### src/rtl/latch_test_sequencer.sv
// Stimulus/check sequencer for a positive/negative latch pair: walks an LFSR
// vector series through open, close and hold phases and tallies check failures.
module latch_test_sequencer #(
  parameter int unsigned SETTLE = 2,
  parameter int unsigned NVEC   = 16,
  parameter logic [7:0]  SEED   = 8'hA5
) (
  input  logic       clk,
  input  logic       rst_n,
  input  logic       start,
  input  logic       abort,
  output logic       p_e,
  output logic       p_d,
  output logic       n_e,
  output logic       n_d,
  input  logic       p_q,
  input  logic       n_q,
  output logic       busy,
  output logic       done,
  output logic       pass,
  output logic [7:0] err_count,
  output logic [7:0] fail_vec,
  output logic [3:0] fail_flags
);

  localparam int unsigned   CW       = $clog2(SETTLE + 1);
  localparam logic [CW-1:0] CNT_LAST = CW'(SETTLE - 1);
  localparam logic [7:0]    IDX_LAST = 8'(NVEC - 1);

  typedef enum logic [2:0] {S_IDLE, S_OPEN, S_CLOSE, S_HOLD, S_NEXT, S_DONE} state_e;

  state_e        state_q;
  logic [CW-1:0] cnt_q;
  logic [7:0]    lfsr_q;
  logic [7:0]    idx_q;
  logic          p_e_q, p_d_q, n_e_q, n_d_q;
  logic          busy_q, done_q, pass_q;
  logic [7:0]    err_q, fail_vec_q;
  logic [3:0]    fail_flags_q;

  logic          phase_end;
  logic [3:0]    fail_now;
  logic [2:0]    nfail;
  logic [8:0]    err_sum;
  logic [7:0]    err_d;
  logic [7:0]    lfsr_d;

  always_comb begin
    phase_end = (cnt_q == CNT_LAST);
    lfsr_d    = {lfsr_q[6:0], lfsr_q[7] ^ lfsr_q[5] ^ lfsr_q[4] ^ lfsr_q[3]};
    fail_now  = 4'b0000;
    if (state_q == S_OPEN && phase_end)
      fail_now[1:0] = {n_q != lfsr_q[1], p_q != lfsr_q[0]};
    if (state_q == S_HOLD && phase_end)
      fail_now[3:2] = {n_q != lfsr_q[1], p_q != lfsr_q[0]};
    nfail   = {2'b00, fail_now[0]} + {2'b00, fail_now[1]}
            + {2'b00, fail_now[2]} + {2'b00, fail_now[3]};
    err_sum = {1'b0, err_q} + {6'b000000, nfail};
    err_d   = err_sum[8] ? 8'hFF : err_sum[7:0];
  end

  always_ff @(posedge clk or negedge rst_n) begin
    if (!rst_n) begin
      state_q      <= S_IDLE;
      cnt_q        <= '0;
      lfsr_q       <= SEED;
      idx_q        <= 8'd0;
      p_e_q        <= 1'b0;
      p_d_q        <= 1'b0;
      n_e_q        <= 1'b1;
      n_d_q        <= 1'b0;
      busy_q       <= 1'b0;
      done_q       <= 1'b0;
      pass_q       <= 1'b0;
      err_q        <= 8'd0;
      fail_vec_q   <= 8'd0;
      fail_flags_q <= 4'b0000;
    end else begin
      done_q <= 1'b0;
      if (state_q != S_IDLE && abort) begin
        // Abort discards any check due on this edge but keeps the tallies.
        state_q <= S_IDLE;
        cnt_q   <= '0;
        p_e_q   <= 1'b0;
        p_d_q   <= 1'b0;
        n_e_q   <= 1'b1;
        n_d_q   <= 1'b0;
        busy_q  <= 1'b0;
        pass_q  <= 1'b0;
      end else begin
        case (state_q)
          S_IDLE: begin
            if (abort) begin
              pass_q <= 1'b0;
            end else if (start) begin
              err_q        <= 8'd0;
              fail_vec_q   <= 8'd0;
              fail_flags_q <= 4'b0000;
              pass_q       <= 1'b0;
              lfsr_q       <= SEED;
              idx_q        <= 8'd0;
              cnt_q        <= '0;
              busy_q       <= 1'b1;
              state_q      <= S_OPEN;
              p_e_q        <= 1'b1;
              n_e_q        <= 1'b0;
              p_d_q        <= SEED[0];
              n_d_q        <= SEED[1];
            end
          end
          S_OPEN: begin
            if (phase_end) begin
              cnt_q   <= '0;
              state_q <= S_CLOSE;
              p_e_q   <= 1'b0;
              n_e_q   <= 1'b1;
            end else begin
              cnt_q <= cnt_q + CW'(1);
            end
          end
          S_CLOSE: begin
            if (phase_end) begin
              cnt_q   <= '0;
              state_q <= S_HOLD;
              p_d_q   <= ~lfsr_q[0];
              n_d_q   <= ~lfsr_q[1];
            end else begin
              cnt_q <= cnt_q + CW'(1);
            end
          end
          S_HOLD: begin
            if (phase_end) begin
              cnt_q   <= '0;
              state_q <= S_NEXT;
              p_d_q   <= 1'b0;
              n_d_q   <= 1'b0;
            end else begin
              cnt_q <= cnt_q + CW'(1);
            end
          end
          S_NEXT: begin
            lfsr_q <= lfsr_d;
            if (idx_q == IDX_LAST) begin
              state_q <= S_DONE;
              done_q  <= 1'b1;
              pass_q  <= (err_q == 8'd0);
            end else begin
              idx_q   <= idx_q + 8'd1;
              state_q <= S_OPEN;
              p_e_q   <= 1'b1;
              n_e_q   <= 1'b0;
              p_d_q   <= lfsr_d[0];
              n_d_q   <= lfsr_d[1];
            end
          end
          S_DONE: begin
            state_q <= S_IDLE;
            busy_q  <= 1'b0;
          end
          default: state_q <= S_IDLE;
        endcase

        // Flags capture the first failing vector: later checks of that same
        // vector are merged in so both its open and hold failures show up.
        if (|fail_now) begin
          err_q <= err_d;
          if (err_q == 8'd0) begin
            fail_vec_q   <= idx_q;
            fail_flags_q <= fail_now;
          end else if (idx_q == fail_vec_q) begin
            fail_flags_q <= fail_flags_q | fail_now;
          end
        end
      end
    end
  end

  assign p_e        = p_e_q;
  assign p_d        = p_d_q;
  assign n_e        = n_e_q;
  assign n_d        = n_d_q;
  assign busy       = busy_q;
  assign done       = done_q;
  assign pass       = pass_q;
  assign err_count  = err_q;
  assign fail_vec   = fail_vec_q;
  assign fail_flags = fail_flags_q;

endmodule

### config.mk
export PLATFORM = sky130hd
export DESIGN_NAME = latch_test_sequencer
export DESIGN_NICKNAME = d
export VERILOG_FILES = /design/src/rtl/latch_test_sequencer.sv
export SDC_FILE = /design/constraint.sdc
export NUM_CORES = 1
export LEC_CHECK = 0
export CAP_MARGIN = 5
export CORE_MARGIN = 2
export CORE_UTILIZATION = 40
export DETAILED_ROUTE_END_ITERATION = 16
export PLACE_DENSITY_LB_ADDON = 0.05
export SLEW_MARGIN = 15
export SYNTH_ARGS = -nofsm -noshare
export SYNTH_HDL_FRONTEND = slang
export SYNTH_SLANG_ARGS = --single-unit
### constraint.sdc
create_clock -name clk -period 3.6 [get_ports clk]
set_clock_uncertainty 0.05 [all_clocks]
set_input_delay 1.08 -clock clk [delete_from_list [all_inputs] [get_ports clk]]
set_output_delay 1.08 -clock clk [all_outputs]
set_load 0.02 [all_outputs]
## After elaboration in Yosys (flattened, before gate mapping)

Index checks and enable logic that the tools add are counted.
W data, S select, Z words.

| cells by class | value |
|---|---|
| add/sub/neg operators | 6 |
| eq/ne operators | 22 |
| mux-type cells | 65 |
| bitwise gates (word level) | 7 |
| reduce and logical (&&, ||, !) cells | 25 |

Operators with widths:

| cell | number |
|---|---|
| $mux W8 | 13 |
| $pmux W8 S2 | 2 |
| $mux W4 | 6 |
| $mux W1 | 23 |
| $mux W3 | 7 |
| $ne A3 B3 Y1 const B | 5 |
| $pmux W3 S5 | 1 |
| $reduce_and A5 Y1 | 3 |
| $mux W2 | 6 |
| $reduce_bool A3 Y1 | 4 |
| $add A8 B3 Y9 | 1 |
| $reduce_and A3 Y1 | 3 |
| $add A8 B1 Y8 const B | 1 |
| $eq A8 B4 Y1 const B | 1 |
| $eq A8 B8 Y1 | 1 |
| $logic_not A8 Y1 | 1 |
| $pmux W1 S4 | 2 |
| $reduce_and A4 Y1 | 2 |
| $eq A3 B2 Y1 const B | 2 |
| $eq A3 B3 Y1 const B | 2 |
| $ne A2 B2 Y1 const B | 3 |
| $ne A3 B2 Y1 const B | 2 |
| $pmux W1 S3 | 2 |
| $reduce_and A6 Y1 | 1 |
| other kinds (21) | 31 |

| storage, ports and cells | value |
|---|---|
| register bits | 48 |
| input bits | 6 |

## Longest topological paths before layout

| depth | value |
|---|---|
| word-level depth | 9 |
| gate-level depth with buffers | 12 |

## Worst setup path before layout

Ideal clock, no wire load.

| timing path | value |
|---|---|
| path type | input to register |
| from | input p_q |
| to | register err_q[2] (netlist: err_count[2]) |
| arrival time | 3400 ps |
| slack | 50 ps |
| stages on the path | 10 |
| path buffers | 0 |
| cells stage by stage | xor2_1 > nand4_1 > fa_1 > fa_1 > inv_1 > fa_1 > nand4_1 > nor2_1 > nor2b_1 > a311oi_1 |

| on the way | value |
|---|---|
| longest elaborated chain between the ends | 8 |
| elaborated cells between the ends (all ways) | 14 |

Ends and longest elaborated chain:

| element | line | source |
|---|---|---|
| start, declared | 16 | `input logic p_q,` |
| $ne A1 B1 Y1 * | 53, 55 |  |
| $mux W2 | 52 | `if (state_q == S_OPEN && phase_end)` |
| $add A1 B1 Y2 | 56 | `nfail = {2'b00, fail_now[0]} + {2'b00, fail_now[1]}` |
| $add A2 B1 Y3 | 57 | `+ {2'b00, fail_now[2]} + {2'b00, fail_now[3]};` |
| $add A3 B1 Y3 | 57 |  |
| $add A8 B3 Y9 | 58 | `err_sum = {1'b0, err_q} + {6'b000000, nfail};` |
| $mux W8 | 59 | `err_d = err_sum[8] ? 8'hFF : err_sum[7:0];` |
| $mux W8 | 165 | `if (\|fail_now) begin` |
| end signal, assigned | 166 | `err_q <= err_d;` |
| end, declared | 38 | `logic [7:0] err_q, fail_vec_q;` |

Every way passes the cells marked *; elsewhere a longest branch is shown, timed or not.
A chain may end at the register's enable or synchronous reset.

## Worst setup path in the final report

| timing path | value |
|---|---|
| from | input p_q |
| to | register err_q[6] (netlist: err_count[6]) |

The elaborated chain is that of the path after synthesis.

==> flow_summary.yaml <==
run_status:
  outcome: "complete, no violations"
grt:
  grt_pass1_vias: 2202
  grt_pass1_wl_um: 11070
  grt_max_degree: 26
  gr-usage-all-layers_pct: 18.79
  grt_overflow: 0
  grt_antenna_before_repair: 0
sta:
  hold_violations: 0
  fin_crit_ns: 3.430
  worstMarginPinSlew_ns: 0.6555
  min_period_over_period_pct: 95.27
  setup_slack_ns: 0.1704
  fmax_mhz: 291.6
  relSlewSlack_pct: 55.91
  drv_slew: 0
  grt_setup_unrepaired: "no"
  setup_tns_ns: 0
  setup_violations: 0
logic_synthesis:
  syn_area_um2: 2729
  avgSynthCellArea_um2: 9.746
  synth-edff-count: 0
  synth_nets: 291
  synth_common_cells: "dfrtp_1 (43), nand2_1 (31), inv_1 (20)"
  synth_cells: 280
  synth_top_cell_area_share_pct: 39.43
  synth_cell_types: 59
  yosysMostFrequentCell: "dfrtp_1"
  synth-seq-area-share_pct: 44.25
  synth_top_flop_cell: "dfrtp_1"
  yosysWarnings: 0
  ys_top_cells_by_area: "dfrtp_1 (39%), dfstp_2 (4.8%), nand2_1 (4.3%), xor2_1 (3.9%), mux2i_1 (3.7%)"
  synthArstFlopShare_pct: 100.0
  synth_top_area_cell: "dfrtp_1"
  ys_seq_elements: 48
clock_network:
  post-cts-setup-buffers: 0
  cts_num_sinks: 48
  cts.root.buffer_cell: "clkbuf_8"
  clkTransAtPathRegs_ns: 0.09
  cts_tree: "done"
  clock_path_buffers: 2
  htree_num_levels: 2
  clk_latency_ns: 0.31
  cts_buffers: 5
layout:
  layout.nets: 339
  drive_gt1_share_pct: 14.59
  diodes: 0
  fin_area_um2: 3366
  area.growth.synth_to_final_pct: 23.34
  fillers: 661
worst_setup_path:
  ff2ff_path_depth: 11
  cp_max_fo: 3
  crit_required_ns: 3.78
  crit_type: "primary input to register"
  cp-endpoint: "err_count[6]"
  worstPathArrival_ns: 3.61
  r2r_start: "state_q[2]"
  critical_path.endpoint_type: "register"
  cp-startpoint: "p_q"
  cp-start-kind: "primary input"
  reg2reg_setup_slack_ns: 0.49
  reg2reg_to: "err_count[6]"
route:
  via_per_inst: 5.560
  wl_per_cell_um: 15.96
  remaining_drc_errors: 0
  wirelength_um: 6527
  drtAntennaViolNets: 0
  dr_total_vias: 2274
  dr.first_iter.drc_count: 54
  first_pass_iters: 4
floorplanning:
  initial_utilization_pct: 40.84
  io_pins: 33
  die-area_um2: 7499
  rows: 30
  core-area_um2: 6681
  die_w_um: 86.60
  die_h_um: 86.60
power_and_ir_drop:
  leakagePower_nw: 1.384
  power_mw: 1.282
  powerDensity_nw_per_um2: 380.9
  vdd_ir_drop_max_uv: 292.4
placement:
  port_buffers: 32
  place_area_um2: 3247
  hpwl_um: 4720
  pre_cts_ws_ns: -0.5378
  place_congestion: 0.8100
flow_run:
  drv_cap: 0
hold_path:
  hp-class: "register to register"
## kinds of logic (layout without fill, tap and decap cells)
| kind of cell | Yosys count | count (layout) | share of synthesized area (%) |
|---|---|---|---|
| muxes | 11 | 11 | 4.081 |
| adders and majority gates | 5 | 5 | 3.118 |
| DFF | 48 | 48 | 44.25 |
| buffers and inverters | 32 | 81 | 4.768 |
| AOI/OAI and AO/OA | 66 | 66 | 18.02 |
| and+or+nand+nor | 101 | 101 | 20.31 |
| xor gates and xnor gates | 17 | 17 | 5.456 |
## power breakdown
group	total (mW)	leakage (nW)	switching, mW	internal [mW]
clock	0.352	0.0516	0.194	0.157
combinational	0.331	0.692	0.196	0.135
sequential	0.600	0.640	0.0274	0.572
total	1.28	1.38	0.417	0.865
## worst min-delay path by stage
stage	start	to	slack, ns	depth (start not counted)
final	n_d	n_d	0.45	1
after global routing	n_d	n_d	0.50	1
after CTS	n_d	n_d	0.46	1
after detailed placement	n_d	n_d	0.43	1
after global placement	n_d	n_d	0.43	1
after floorplan	lfsr_q[6]	lfsr_q[6]	0.42	1
## sequential cells by signal, indices dropped and copies added (netlist names)
| signal | cells |
|---|---|
| pass | 1 |
| busy | 1 |
| p_d | 1 |
| cnt_q | 2 |
| n_d | 1 |
| fail_flags | 4 |
| idx_q | 8 |
| state_q | 3 |
| fail_vec | 8 |
| done | 1 |
| n_e | 1 |
| err_count | 8 |
| lfsr_q | 8 |
| p_e | 1 |
## final cells by class
type                            count  area, µm²  share of cell area, %
Multi-Input combinational cell    200       1415                  42.04
Clock buffer                        6      82.58                  2.454
Inverter                           20      75.07                  2.230
Clock inverter                      2      13.76                 0.4089
Sequential cell                    48       1207                  35.87
Timing Repair Buffer               53      471.7                  14.01
Tap cell                           80      100.1                  2.974
## critical path: stages
cell	delay [ns]
dlygate4sd2_1	0.25
xor2_2	0.20
nand4_1	0.17
fa_1	0.50
fa_2	0.41
inv_1	0.08
fa_1	0.20
nand4_1	0.18
buf_4	0.20
o31a_1	0.23
nor3_1	0.12
## per-stage QoR
stage          hold slack (ns)  utilization (%)  std cells
2_1_floorplan           0.4166                -        280
3_3_place_gp            0.4271            48.60        401
3_5_place_dp            0.4298            48.60        401
4_1_cts                 0.4557            50.21        409
5_1_grt                 0.4973            50.37        409
6_report                0.4508            50.37        409
## what timing repair did
item,4_1_cts,5_1_grt
setup endpoints to repair,7,6
hold buffers,0,0
pin swaps,3,2
resized for setup,4,2
## placed cells by master (no fill, tap or decap), types with 2 or more instances in the layout
cell type | synthesis | routed
nor2_1 | 11 | 10
mux2i_1 | 10 | 10
fa_1 | 3 | 2
o31a_1 | 2 | 2
o32ai_1 | 4 | 4
a211oi_1 | 6 | 6
nand4_1 | 7 | 7
ha_1 | 2 | 2
a31oi_1 | 2 | 2
o21ai_0 | 10 | 10
inv_1 | 20 | 20
nand2_1 | 31 | 31
nand2b_1 | 2 | 2
dfrtp_1 | 43 | 43
nor2_4 | 1 | 2
o211ai_1 | 3 | 3
o31ai_1 | 2 | 2
a311oi_1 | 2 | 2
nand3_1 | 6 | 6
or2_0 | 2 | 2
nor4_1 | 12 | 11
a22o_1 | 3 | 3
xnor2_1 | 5 | 5
dfstp_2 | 5 | 5
xor2_1 | 12 | 11
clkbuf_8 | 0 | 6
o22a_1 | 4 | 4
nor2b_1 | 3 | 3
a21oi_1 | 12 | 12
a211o_1 | 2 | 2
nor3b_1 | 4 | 4
buf_4 | 0 | 21
nor3_1 | 8 | 8
or4_1 | 3 | 3
clkdlybuf4s50_1 | 0 | 30
o21a_1 | 3 | 3
## routing by layer
layer / share of wire (%) / wire [µm] / track usage, %
met5: 0 / 0 / 0
met4: 1.0 / 68 / 4.972
met3: 2.3 / 149 / 2.952
met2: 46 / 3030 / 29.72
met1: 50 / 3279 / 26.95
No activity file was read; power rests on OpenSTA's default activity.
